[src/rtl/dbuf_pkg.sv]
// Shared constants and state type for the double-buffered frame store write scheduler.
package dbuf_pkg;

  localparam int HPIXELS    = 640;
  localparam int VPIXELS    = 480;
  localparam int BLOCK_SIZE = 20;
  localparam int HBLOCKS    = HPIXELS / BLOCK_SIZE;
  localparam int VBLOCKS    = VPIXELS / BLOCK_SIZE;
  localparam int CELLS      = HBLOCKS * VBLOCKS;

  typedef enum logic [1:0] {
    IDLE  = 2'd0,
    CLEAR = 2'd1,
    SERVE = 2'd2
  } state_e;

endpackage

[src/rtl/dbuf_write_sched_rr_arb2.sv]
// Two-way round-robin arbiter: req_i[0] is requester A, req_i[1] is requester B.
// The pointer favours A after reset and flips to the opposite side after every grant.
module rr_arb2 (
  input  logic       clk,
  input  logic       rst_n,
  input  logic       enable_i,
  input  logic [1:0] req_i,
  output logic [1:0] grant_o
);

  logic       ptr_q;   // 0: A favoured, 1: B favoured
  logic       ptr_d;
  logic [1:0] grant_s;

  // One-hot grant from the requests and the current pointer.
  always_comb begin
    grant_s = 2'b00;
    if (enable_i) begin
      case (req_i)
        2'b01:   grant_s = 2'b01;
        2'b10:   grant_s = 2'b10;
        2'b11:   grant_s = ptr_q ? 2'b10 : 2'b01;
        default: grant_s = 2'b00;
      endcase
    end else begin
      grant_s = 2'b00;
    end
  end

  // Next pointer: favour the side that was not just served.
  always_comb begin
    ptr_d = ptr_q;
    if (grant_s[0]) begin
      ptr_d = 1'b1;
    end else if (grant_s[1]) begin
      ptr_d = 1'b0;
    end else begin
      ptr_d = ptr_q;
    end
  end

  // Pointer register.
  always_ff @(posedge clk or negedge rst_n) begin
    if (!rst_n) begin
      ptr_q <= 1'b0;
    end else begin
      ptr_q <= ptr_d;
    end
  end

  assign grant_o = grant_s;

endmodule

[src/rtl/dbuf_write_sched.sv]
// Write-side controller for the double-buffered cell frame store.
// Each frame: clear sweep of every cell with bg_color, then round-robin
// service of requesters A and B on the single write port.
// Optional macro DBUF_WRITE_STATS_EN adds writes_last_frame (in-range
// requester writes completed in the previous frame, saturating).
module dbuf_write_sched
  import dbuf_pkg::*;
#(
  parameter int HBLOCKS = dbuf_pkg::HBLOCKS,
  parameter int VBLOCKS = dbuf_pkg::VBLOCKS,
  parameter int ADDR_W  = 10,
  parameter int DATA_W  = 8
) (
  input  logic              clk,
  input  logic              rst_n,
  input  logic [9:0]        hc,
  input  logic [9:0]        vc,
  input  logic [DATA_W-1:0] bg_color,
  input  logic              a_valid,
  input  logic [ADDR_W-1:0] a_addr,
  input  logic [DATA_W-1:0] a_data,
  output logic              a_ready,
  input  logic              b_valid,
  input  logic [ADDR_W-1:0] b_addr,
  input  logic [DATA_W-1:0] b_data,
  output logic              b_ready,
  output logic [ADDR_W-1:0] write_addr,
  output logic [DATA_W-1:0] pixel_data_out,
  output logic              frame_busy,
  output logic              frame_done,
`ifdef DBUF_WRITE_STATS_EN
  output logic [10:0]       writes_last_frame,
`endif
  output logic              overrun
);

  localparam int                CELLS_L   = HBLOCKS * VBLOCKS;
  localparam logic [ADDR_W:0]   CELLS_W   = (ADDR_W + 1)'(CELLS_L);
  localparam logic [ADDR_W-1:0] LAST_ADDR = ADDR_W'(CELLS_L - 1);

  state_e            state_q;
  logic              fs_cond_q;
  logic              fs_prev_q;
  logic              frame_start_s;
  logic [ADDR_W-1:0] cnt_q;
  logic [DATA_W-1:0] bg_q;
  logic [ADDR_W-1:0] write_addr_q;
  logic [DATA_W-1:0] pixel_q;
  logic              done_q;
  logic              overrun_q;
  logic              arb_en_s;
  logic [1:0]        grant_s;
  logic              a_in_range_s;
  logic              b_in_range_s;

  assign frame_start_s = fs_cond_q & ~fs_prev_q;
  assign arb_en_s      = (state_q == SERVE) & ~frame_start_s;
  assign a_in_range_s  = ({1'b0, a_addr} < CELLS_W);
  assign b_in_range_s  = ({1'b0, b_addr} < CELLS_W);

  rr_arb2 u_arb (
    .clk      (clk),
    .rst_n    (rst_n),
    .enable_i (arb_en_s),
    .req_i    ({b_valid, a_valid}),
    .grant_o  (grant_s)
  );

  // Register the frame-origin condition so its rising edge marks frame start once.
  always_ff @(posedge clk or negedge rst_n) begin
    if (!rst_n) begin
      fs_cond_q <= 1'b0;
      fs_prev_q <= 1'b0;
    end else begin
      fs_cond_q <= (hc == 10'd0) && (vc == 10'd0);
      fs_prev_q <= fs_cond_q;
    end
  end

  // Sweep/serve state machine with registered write port and status outputs.
  always_ff @(posedge clk or negedge rst_n) begin
    if (!rst_n) begin
      state_q      <= IDLE;
      cnt_q        <= '0;
      bg_q         <= '0;
      write_addr_q <= '0;
      pixel_q      <= '0;
      done_q       <= 1'b0;
      overrun_q    <= 1'b0;
    end else begin
      done_q <= 1'b0;
      case (state_q)
        IDLE: begin
          if (frame_start_s) begin
            state_q <= CLEAR;
            cnt_q   <= '0;
            bg_q    <= bg_color;
          end
        end
        CLEAR: begin
          if (frame_start_s) begin
            // Frame arrived before the sweep finished: restart with the new colour.
            overrun_q <= 1'b1;
            cnt_q     <= '0;
            bg_q      <= bg_color;
          end else begin
            write_addr_q <= cnt_q;
            pixel_q      <= bg_q;
            cnt_q        <= cnt_q + ADDR_W'(1);
            if (cnt_q == LAST_ADDR) begin
              done_q  <= 1'b1;
              state_q <= SERVE;
            end
          end
        end
        SERVE: begin
          if (frame_start_s) begin
            state_q <= CLEAR;
            cnt_q   <= '0;
            bg_q    <= bg_color;
          end else if (grant_s[0] && a_in_range_s) begin
            write_addr_q <= a_addr;
            pixel_q      <= a_data;
          end else if (grant_s[1] && b_in_range_s) begin
            write_addr_q <= b_addr;
            pixel_q      <= b_data;
          end
        end
        default: begin
          state_q <= IDLE;
        end
      endcase
    end
  end

`ifdef DBUF_WRITE_STATS_EN
  localparam logic [10:0] STAT_MAX = 11'd2047;
  logic [10:0] stat_cnt_q;
  logic [10:0] wlf_q;
  logic        wr_ok_s;

  assign wr_ok_s = (grant_s[0] & a_in_range_s) | (grant_s[1] & b_in_range_s);

  // Count in-range requester writes; publish and clear the count at frame start.
  always_ff @(posedge clk or negedge rst_n) begin
    if (!rst_n) begin
      stat_cnt_q <= 11'd0;
      wlf_q      <= 11'd0;
    end else if (frame_start_s) begin
      wlf_q      <= stat_cnt_q;
      stat_cnt_q <= 11'd0;
    end else if (wr_ok_s && (stat_cnt_q != STAT_MAX)) begin
      stat_cnt_q <= stat_cnt_q + 11'd1;
    end
  end

  assign writes_last_frame = wlf_q;
`endif

  assign a_ready        = grant_s[0];
  assign b_ready        = grant_s[1];
  assign write_addr     = write_addr_q;
  assign pixel_data_out = pixel_q;
  assign frame_busy     = (state_q == CLEAR);
  assign frame_done     = done_q;
  assign overrun        = overrun_q;

endmodule
[config.mk]
export PLATFORM = sky130hd
export DESIGN_NAME = dbuf_write_sched
export DESIGN_NICKNAME = d
export VERILOG_FILES = /design/src/rtl/dbuf_pkg.sv /design/src/rtl/dbuf_write_sched_rr_arb2.sv /design/src/rtl/dbuf_write_sched.sv
export SDC_FILE = /design/constraint.sdc
export NUM_CORES = 1
export LEC_CHECK = 0
export CORE_ASPECT_RATIO = 0.9
export CORE_UTILIZATION = 48
export DETAILED_ROUTE_END_ITERATION = 8
export GPL_TIMING_DRIVEN = 0
export PLACE_DENSITY = 0.86
export SLEW_MARGIN = 40
export SYNTH_ARGS = -nofsm -noshare
export SYNTH_HDL_FRONTEND = slang
export SYNTH_SLANG_ARGS = --single-unit
[constraint.sdc]
create_clock -name clk -period 4.5 [get_ports clk]
set_clock_uncertainty 0.05 [all_clocks]
set_input_delay 0.9 -clock clk [delete_from_list [all_inputs] [get_ports clk]]
set_output_delay 0.9 -clock clk [all_outputs]
set_load 0.02 [all_outputs]
After elaboration in Yosys (flattened, before gate mapping)
Cells that the tools add are included.
- add/subtract/negate cells: 1
- order comparisons: 2
- equality and inequality tests: 11
- muxes and demuxes: 25
- bitwise gates (word level): 4
- reduce and logical (&&, ||, !) cells: 16
- operators with widths (kind ; number):
    2-to-1 mux 10 bit ; 6
    one-hot mux 10 bit (2 select lines) ; 2
    2-to-1 mux 8 bit ; 4
    zero test 10 bit ; 2
    less-than comparator 10 bit (second input constant) ; 2
    one-hot mux 8 bit (2 select lines) ; 1
    adder 10 x 1 -> 10 bit (second input constant) ; 1
    == test 10 bit (second input constant) ; 1
    2-to-1 mux 2 bit ; 5
    == test 2 bit (second input constant) ; 3
    one-hot mux 2 bit (3 select lines) ; 1
    AND reduction 2 bit ; 3
    nonzero test 2 bit ; 3
    2-to-1 mux 1 bit ; 5
    == test 2 x 1 -> 1 bit (second input constant) ; 2
    != test 2 x 1 -> 1 bit (second input constant) ; 2
    != test 2 bit (second input constant) ; 2
    one-hot mux 2 bit (2 select lines) ; 1
    AND reduction 4 bit ; 1
    logical AND 1 bit ; 3
    != test 3 x 1 -> 1 bit (second input constant) ; 1
    AND reduction 3 bit ; 1
    OR reduction 3 bit ; 1
    AND 1 bit ; 2
    3 further kinds ; 4
- bits in registers: 43
- input port bits: 68

Depth between registers and ports, before layout
- depth in word-level cells: 10
- mapped depth: 6
- gate-level depth less buffers: 5

Hierarchy
Synthesis repeated with hierarchy kept, for this count alone.
- cell total of the unflattened synthesis: 218
- area total of the unflattened synthesis: 2252.2 um2
- modules (own cells, without submodules) (module ; instances ; cells each ; area each (um2)):
    dbuf_write_sched ; 1 ; 209 ; 2183.3
    rr_arb2 ; 1 ; 9 ; 68.8

Worst setup path after synthesis
Ideal clock, no wire load.
- kind: input -> output
- from: input a_valid
- to: output a_ready
- arrival: 1933 ps
- data required time: 3550 ps
- slack: 1617 ps
- stages on the path: 4
- cells stage by stage: a21bo_2 -> buf_2 -> buf_6 -> nor3_1
- cells in the longest elaborated chain, start to end: 3
- ends and longest elaborated chain (what ; line ; text):
    from (decl) ; dbuf_write_sched.sv:19 ; input logic a_valid,
    == test 2 bit / == test 2 x 1 -> 1 bit (equally long branches) ; dbuf_write_sched_rr_arb2.sv:19 ; case (req_i)
    one-hot mux 2 bit (3 select lines) * ; dbuf_write_sched_rr_arb2.sv:19 ;
    2-to-1 mux 2 bit * ; dbuf_write_sched_rr_arb2.sv:18 ; if (enable_i) begin
    to (decl) ; dbuf_write_sched.sv:22 ; output logic a_ready,
Mark *: on every way between the ends. The rest lies on a longest branch, timed or not.

Worst setup path after layout
Ends and elaborated chain as after synthesis.

==> flow_metrics.env <==
export IMPL_antenna_found_initial=0
export IMPL_place_hpwl_um=4886
export IMPL_cp_slowest_cell="clkdlybuf4s50_1"
export IMPL_whs_endpoint="fs_prev_q$_DFF_PN0_"
export IMPL_viasPerCell=5.812
export IMPL_synth_area_top_cells="dfrtp_1 44%, mux2_2 7.4%, mux2_4 6.2%"
export IMPL_ctsResizeCount=0
export IMPL_syn_area_um2=2434
export IMPL_synth_top_area_share_pct=44.22
export IMPL_clk_path_buf_depth=2
export IMPL_syn_nets=312
export IMPL_synth_edf_count=0
export IMPL_drive_gt1_share_pct=14.41
export IMPL_slew_headroom_pct=63.38
export IMPL_clockRootBuffer="clkbuf_8"
export IMPL_p_leak_nw=1.463
export IMPL_cts_setup_buffers=0
export IMPL_cts_sinks=43
export IMPL_max_freq_ghz=0.2571
export IMPL_tns_ns=0
export IMPL_post_synth_top_area_cell="dfrtp_1"
export IMPL_crit_path_start_kind="input port"
export IMPL_ys_top_cells_by_count="43 x dfrtp_1, 26 x nor2_1, 20 x o31ai_1, 18 x a31oi_1"
export IMPL_power_w=0.0007907
export IMPL_end_kind="output pin"
export IMPL_hold_start="fs_cond_q$_DFF_PN0_"
export IMPL_vias=2354
export IMPL_die_area_um2=5359
export IMPL_yosysMostFrequentCell="dfrtp_1"
export IMPL_synth_cell_types=35
export IMPL_nets=409
export IMPL_syn_avg_cell_area_um2=10.01
export IMPL_design_core_area_um2=4865
export IMPL_clkLatencyLatePin_ns=0.30
export IMPL_grt_pass1_vias=2296
export IMPL_finalMaxSlewViolations=0
export IMPL_rows=24
export IMPL_antenna_left=0
export IMPL_ys_async_sr_fraction_pct=100.0
export IMPL_yosys_warnings=0
export IMPL_whs_path_depth=0
export IMPL_clk_pin_slew_ns=0.07
export IMPL_detail_route_first_pass_iterations=4
export IMPL_worstPathCellList="clkdlybuf4s50_1, a21bo_2, buf_2, buf_6, nor3_1, clkdlybuf4s50_1"
export IMPL_ys_seq_elements=43
export IMPL_vdd_drop_max_uv=169.2
export IMPL_remaining_drc_errors=0
export IMPL_powerDensity_nw_per_um2=224.9
export IMPL_finalSetupViolCount=0
export IMPL_grt_pass1_wl_um=10900
export IMPL_cp_common_cell="clkdlybuf4s50_1"
export IMPL_synthFlopType="dfrtp_1"
export IMPL_gr_total_overflow=0
export IMPL_initial_utilization_pct=50.03
export IMPL_drt_total_wl_um=6511
export IMPL_port_buffers=90
export IMPL_max_cap_violations=0
export IMPL_cts_buffers=5
export IMPL_min_period_ns=3.890
export IMPL_die_w_um=77.06
export IMPL_holdCritPathClass="reg -> reg"
export IMPL_grt_max_degree=44
export IMPL_place_congestion=0.8429
export IMPL_cp_slowest_stage_delay_ns=0.65
export IMPL_die_h_um=69.55
export IMPL_grt_usage_pct=25.88
export IMPL_cts_tree="yes"
export IMPL_required_ns=3.55
export IMPL_fill_cells=361
export IMPL_drtIter0Drc=209
export IMPL_htreeDepth=2
export IMPL_rr_endpoint="pixel_data_out[1]$_DFFE_PN0P_"
export IMPL_num_io_pins=91
export IMPL_status="completed"
export IMPL_cp_max_fo=10
export IMPL_cts_hold_buf=0
export IMPL_worst_pin_slew_ns=0.5493
export IMPL_diodes=0
export IMPL_hold_viol_final=0
export IMPL_reg2reg_slack_ns=2.45
export IMPL_crit_type="in -> out"
export IMPL_post_route_period_util_pct=86.44
export IMPL_netlist_instances=243
export IMPL_syn_to_final_growth_pct=44.47
export IMPL_reg2regPathDepth=5
export IMPL_yosysSeqAreaShare_pct=44.22
export IMPL_arrival_ns=2.94
export IMPL_wl_per_cell_um=16.08
export IMPL_r2r_start="u_arb.ptr_q$_DFFE_PN0P_"
export IMPL_grt_setup_unrepaired="no"
sequential cells by signal, indices dropped and copies added (netlist names):
register / count
bg_q: 8
pixel_data_out: 8
fs_cond_q: 1
cnt_q: 10
frame_done: 1
fs_prev_q: 1
u_arb.ptr_q: 1
state_q: 2
write_addr: 10
overrun: 1
cell usage in the layout, fill, tap and decap left out, drive strengths merged:
cell type,instances
clkdlybuf4s50,89
dfrtp,43
nor2,26
mux2,26
o31ai,20
a31oi,19
nand4,16
nand2,15
o21ai,14
clkbuf,13
buf,11
nor4,7
nor3,6
a22o,6
inv,5
nand2b,4
nand3,3
a21oi,3
and2,2
and3,2
nor2b,2
a21bo,1
a21boi,1
o2111ai,1
o21a,1
a21o,1
o21bai,1
ha,1
bufinv,1
metrics by stage:
stage	hold slack, ns	util [%]	cell area (um^2)	instances	worst slack, ns
floorplan	0.3177	-	2434	243	1.617
global placement	0.3288	70.22	3416	398	0.6517
detailed placement	0.3376	70.16	3413	398	0.6344
CTS	0.3541	72.27	3516	405	0.6048
global route	0.3635	72.27	3516	405	0.5301
finish	0.3512	72.27	3516	405	0.6101
area by class of cell:
type	count	area (um^2)	area share, %
flip-flops and latches	43	1076	30.60
well taps	65	81.33	2.313
clock buffers	6	72.57	2.064
plain buffers	17	103.9	2.954
inverters	5	18.77	0.5338
multi-input cells	178	1235	35.12
repair buffers	90	898.4	25.55
clock inverters	1	30.03	0.8541
where the power goes:
group          internal, W  total, W  switching [W]
clock             0.000163  0.000291       0.000128
combinational    0.0000670  0.000107      0.0000401
sequential        0.000390  0.000393     0.00000283
layer usage:
| layer | global-route usage [%] | vias to the layer above | wire length [um] |
|---|---|---|---|
| met3 | 4.474 | 6 | 498 |
| met5 | 0 | - | 0 |
| li1 | - | 1111 | - |
| met1 | 34.19 | 1122 | 2747 |
| met2 | 44.84 | 115 | 3223 |
| met4 | 5.031 | 0 | 42 |
cells by family after synthesis:
logic type,synth area share (%)
buffers and inverters,5.038
adder cells (fa/ha/maj),0.5141
multiplexers,13.57
AND/OR/NAND/NOR,16.76
flip-flops,44.22
AO/OA/AOI/OAI,19.90
worst max-delay path by stage:
stage	from	cells after the start	to
after floorplan	a_valid	4	a_ready
after global placement	a_valid	6	a_ready
after detailed placement	a_valid	6	a_ready
after CTS	a_valid	6	a_ready
after global routing	a_valid	6	a_ready
final	a_valid	6	a_ready
worst max-delay path: cells and delay by family:
family          cells  cell delay (ns)
simple gates        1             0.27
compound gates      1             0.23
buf+inv             4             1.53
No activity file was read; power rests on OpenSTA's default activity.
==> edit 1, RTL diff (config.mk and constraints unchanged) <==
Add a define of `DBUF_WRITE_STATS_EN`.
--- a/src/rtl/dbuf_write_sched.sv
+++ b/src/rtl/dbuf_write_sched.sv
@@ -5,2 +5,4 @@
 // requester writes completed in the previous frame, saturating).
+`define DBUF_WRITE_STATS_EN
+
 module dbuf_write_sched
Behaviour (old outputs only; new: writes_last_frame): unchanged (Yosys induction, for registers that start in step).
==> edit 1 against the unedited design <==
Non-clock buffer count grew 7; cell count is 30% higher; design area up 30%; worst hold slack better by 0.0086 ns; highest routed layer unchanged; synthesized area rose by 32%; total power increased by 55%; worst setup slack improved by 0.51 ns; sequential cell count increased by 22; first-iteration DRC count up 45%; routed wire length grew 23%; critical endpoint unchanged; utilization is 0.21 points higher.
==> edit 1: results (changes against the unedited design) <==
status:
  status: "complete, no violations"  # unchanged
clock_network:
  root_buffer: "clkbuf_8"  # unchanged
  clock_latency_ns: 0.35  # was 0.30 ns
  htreeDepth: 3  # was 2
  cts_buffers: 9  # was 5
synthesis:
  synthTopCellsByArea: "dfrtp_1 51%, mux2_2 9.1%, nand2_1 8.9%"  # was dfrtp_1 44%, mux2_2 7.4%, mux2_4 6.2%
  synthTopCellsByCount: "76 x nand2_1, 65 x dfrtp_1, 29 x o21ai_0"  # was 43 x dfrtp_1, 26 x nor2_1, 20 x o31ai_1
  ys_seq_area_share_pct: 50.6  # was 44.2%
  synth_cell_types: 44  # was 35
  syn_nets: 393  # was 312
worst_setup_path:
  cpPeakStageDelay_ns: 0.62  # was 0.65 ns
  critPathMaxFanout: 4  # was 10
  cp.arrival_ns: 2.43  # was 2.94 ns
final_layout:
  fill_cells: 481  # was 361
  drive_above_1_share_pct: 12.7  # was 14.4%
  nets: 506  # was 409
detailed_routing:
  routed_wl_um: 7980  # was 6510 um
  avgViaCountPerCell: 5.37  # was 5.81
  first_iter_violations: 304  # was 209
placed_design:
  pre_cts_slack_ns: 1.14  # was 0.634 ns
  placed_cell_area_sq_um: 4350  # was 3410 sq um
  hpwl_um: 5950  # was 4890 um
  gp_congestion: 0.818  # was 0.843
  portBuffers: 101  # was 90
grt:
  grt_pass1_vias: 2826  # was 2,296
  grt_pass1_wl_um: 13400  # was 10,900 um
  grt_usage_pct: 25.5  # was 25.9%
  grt_max_degree: 39  # was 44
pwr:
  p_leak_nw: 2.10  # was 1.46 nW
  peakVddDrop_mv: 0.176  # was 0.169 mV
sta:
  max_slew_margin_pct: 64.5  # was 63.4%
hold_path:
  worstHoldPathType: "flip-flop to flip-flop"  # unchanged
[edit 1: cell types whose count changed in the layout (fill, tap and decap cells not counted), moves of 11 or more]
cell,delta
nand2_1,+61
dfrtp_1,+22
mux2i_1,+19
a31oi_1,-17
o31ai_1,-17
o21ai_0,+15
nand4_1,-13
clkdlybuf4s50_1,+11
[edit 1: metrics by stage]
stage / util (%) / power [mW] / hold WS [ns] / std cells
after CTS: 72.5 / 1.24 / 0.366 / 528
after global routing: 72.5 / 1.27 / 0.381 / 528
after floorplan: - / 0.647 / 0.318 / 323
final: 72.5 / 1.23 / 0.360 / 528
after detailed placement: 69.2 / 0.731 / 0.348 / 512
after global placement: 68.9 / 0.724 / 0.329 / 511
[edit 1: power breakdown]
part | switching (mW) | internal (mW)
Clock | 0.238 | 0.271
Sequential | 0.00802 | 0.592
Combinational | 0.0446 | 0.0740
[edit 1: logic make-up (layout without fill, tap and decap cells)]
family | after synthesis | after routing | synth area share [%]
AO/OA/AOI/OAI | 51 | 51 | 10.2
XOR/XNOR | 5 | 5 | 1.36
flip-flops | 65 | 65 | 50.6
AND/OR/NAND/NOR | 140 | 140 | 19.9
buffers and inverters | 15 | 133 | 2.10
adder cells (fa/ha/maj) | 2 | 2 | 0.779
multiplexers | 45 | 45 | 15.0
[edit 1: worst paths after layout]
kind / start / to / slack (ns) / depth (start not counted)
min in group asynchronous: rst_n / fs_cond_q / 0.46 / 1
setup reg to reg: u_arb.ptr_q / write_addr[4] / 2.32 / 6
hold / removal: fs_cond_q / fs_prev_q / 0.36 / 0
hold reg to reg: fs_cond_q / fs_prev_q / 0.36 / 0
max in group asynchronous: rst_n / write_addr[6] / 3.42 / 2
setup / recovery: a_valid / a_ready / 1.12 / 4
[edit 1: per-layer routing]
layer | global-route usage, % | part of all wire (%)
met1 | 33.4 | 42
met2 | 40.2 | 49
met3 | 4.45 | 6.2
met4 | 13.5 | 2.8
met5 | 0 | 0
[edit 1: layout make-up]
cell class	count	area, sq um	share of cell area (%)
multi-input cells	243	1520	33.3
clock inverters	6	67.6	1.48
well taps	87	109	2.39
inverters	3	11.3	0.247
flip-flops and latches	65	1630	35.7
clock buffers	10	138	3.02
plain buffers	12	56.3	1.24
repair buffers	102	1030	22.6
[edit 1: worst register-to-register path: stages, from the launching register on]
cell	delay, ns
dfrtp_1	0.42
nand2b_4	0.16
a32oi_2	0.38
nor2_1	0.16
o21ai_4	0.33
buf_6	0.21
mux2_2	0.35
==> edit 2, RTL diff (config.mk and constraints unchanged) <==
Made on the original files. The 3 states of `state_e` get a one-hot encoding in 3 bits.
--- a/src/rtl/dbuf_pkg.sv
+++ b/src/rtl/dbuf_pkg.sv
@@ -10,6 +10,6 @@
 
-  typedef enum logic [1:0] {
-    IDLE  = 2'd0,
-    CLEAR = 2'd1,
-    SERVE = 2'd2
+  typedef enum logic [2:0] {
+    IDLE  = 3'b001,
+    CLEAR = 3'b010,
+    SERVE = 3'b100
   } state_e;
Behaviour: no difference found for any inputs over 10 cycles, from zero or initial values and one cycle with rst_n low; not proved beyond that.
==> edit 2 against the unedited design <==
Synthesized area increased by 3.2%; synthesized cell count increased by 2.1%; design area increased by 3.0%; total power increased by 0.58%; first-iteration DRC count increased by 12%; non-clock buffer count increased by 4; largest power group unchanged; routed wire length increased by 10%; worst setup slack got worse by 0.10 ns; sequential cell count increased by 1; critical path depth unchanged; die area increased by 3.1%; via count increased by 5.3%.
==> edit 2: results (changes against the unedited design) <==
detailed_routing:
  avgRoutedWirePerCell_um: 17.5  # was 16.1 um
  avgViaCountPerCell: 6.02  # was 5.81
  first_iter_violations: 234  # was 209
  dr.pass1.iters: 6  # was 4
grt:
  use_met1_pct: 37.4  # was 34.2%
  grt_max_degree: 45  # was 44
  grtUsageMet2_pct: 45.2  # was 44.8%
  met3_usage_pct: 5.68  # was 4.47%
  grt_antenna_before_repair: 0  # unchanged
  grt_usage_pct: 27.7  # was 25.9%
  grt_pass1_wl_um: 11700  # was 10,900 um
  grt_pass1_vias: 2443  # was 2,296
clock_network:
  clock_latency_ns: 0.29
  clockBufferDepth: 2  # unchanged
  cts_buffers: 5  # unchanged
  cts.clk_slew.worst_paths_ns: 0.08
  cts_resized: 0  # unchanged
  cts_setup_buffers: 0  # unchanged
  root_buffer: "clkbuf_8"  # unchanged
  htreeDepth: 2  # unchanged
placed_design:
  hpwl_um: 5260  # was 4890 um
  gp_congestion: 0.849  # was 0.843
  portBuffers: 90  # unchanged
synthesis:
  ys_async_sr_fraction_pct: 100  # unchanged
  synth_cell_types: 47  # was 35
  synthTopCellsByArea: "dfrtp_1 43%, mux2_2 7.2%, mux2_4 6.0%"  # was dfrtp_1 44%, mux2_2 7.4%, mux2_4 6.2%
  yosys_warnings: 0  # unchanged
  ys_seq_area_share_pct: 43.9  # was 44.2%
  synthTopCellsByCount: "43 x dfrtp_1, 20 x nor2_1, 19 x a31oi_1"  # was 43 x dfrtp_1, 26 x nor2_1, 20 x o31ai_1
  syn_nets: 317  # was 312
final_layout:
  nets: 415  # was 409
  insertedDiodeCount: 0  # unchanged
  fill_cells: 350  # was 361
  drive_above_1_share_pct: 15.9  # was 14.4%
worst_setup_path:
  critPathMaxFanout: 10  # unchanged
  critPathCapture: "a_ready"  # unchanged
  startpoint: "a_valid"  # unchanged
  reg2reg_from: "u_arb.ptr_q"  # unchanged
  rr_worst_depth: 5  # unchanged
  r2r-end: "write_addr[5]"  # was pixel_data_out[1]
  rrSetupSlack_ns: 2.44
sta:
  max_slew_margin_pct: 61.5  # was 63.4%
  hold_violations: 0  # unchanged
pwr:
  peakVddDrop_mv: 0.186  # was 0.169 mV
  p_leak_nw: 1.46  # about the same
status:
  status: "complete, no violations"  # unchanged
hold_path:
  worstHoldPathType: "flip-flop to flip-flop"  # unchanged
## edit 2: per-layer routing
layer	vias to the layer above	wire, um
li1	1144	-
met1	1199	3090
met2	125	3460
met3	11	562
met4	0	80
met5	-	0
## edit 2: cells by family after synthesis
| family | count (synthesis) | synth area share [%] |
|---|---|---|
| simple gates | 80 | 17.3 |
| compound gates | 71 | 19.9 |
| flops | 44 | 43.9 |
| mux | 27 | 13.5 |
| buf+inv | 25 | 4.88 |
| fa+ha+maj | 1 | 0.498 |
## edit 2: layout make-up
class	instances	area, sq um	area share [%]
buffer	20	104	2.87
timing repair buffer	91	918	25.4
multi-input combinational	179	1290	35.6
tap	65	81.3	2.25
clock buffer	6	72.6	2.00
sequential	44	1100	30.5
clock inverter	2	35.0	0.968
inverter	5	18.8	0.518
## edit 2: critical path, cell delays in order
cell	delay (ns)
clkdlybuf4s50_1	0.51
a21bo_2	0.23
buf_2	0.18
buf_2	0.22
nor3_1	0.31
clkdlybuf4s50_1	0.68
## edit 2: how the worst min path moves through the flow
stage | endpoint | startpoint | depth (start not counted) | slack (ns)
2_1_floorplan | fs_prev_q | fs_cond_q | 0 | 0.34
3_3_place_gp | fs_prev_q | fs_cond_q | 0 | 0.35
3_5_place_dp | fs_prev_q | fs_cond_q | 0 | 0.37
4_1_cts | fs_prev_q | fs_cond_q | 0 | 0.39
5_1_grt | fs_prev_q | fs_cond_q | 0 | 0.40
6_report | fs_prev_q | fs_cond_q | 0 | 0.38
## edit 2: stage by stage
stage	worst slack [ns]	hold WS (ns)	util, %	instances	area [sq um]
6_report	0.505	0.380	73.5	412	3620
3_5_place_dp	0.515	0.369	71.3	404	3510
5_1_grt	0.402	0.395	73.5	412	3620
2_1_floorplan	1.63	0.338	-	248	2510
3_3_place_gp	0.470	0.353	71.0	403	3490
4_1_cts	0.492	0.385	73.5	412	3620
## edit 2: where the power goes
part,internal [mW],switching [mW],leakage [nW]
clock,0.165,0.134,0.0552
combinational,0.0631,0.0378,0.886
sequential,0.396,0.000351,0.516
total,0.624,0.172,1.46
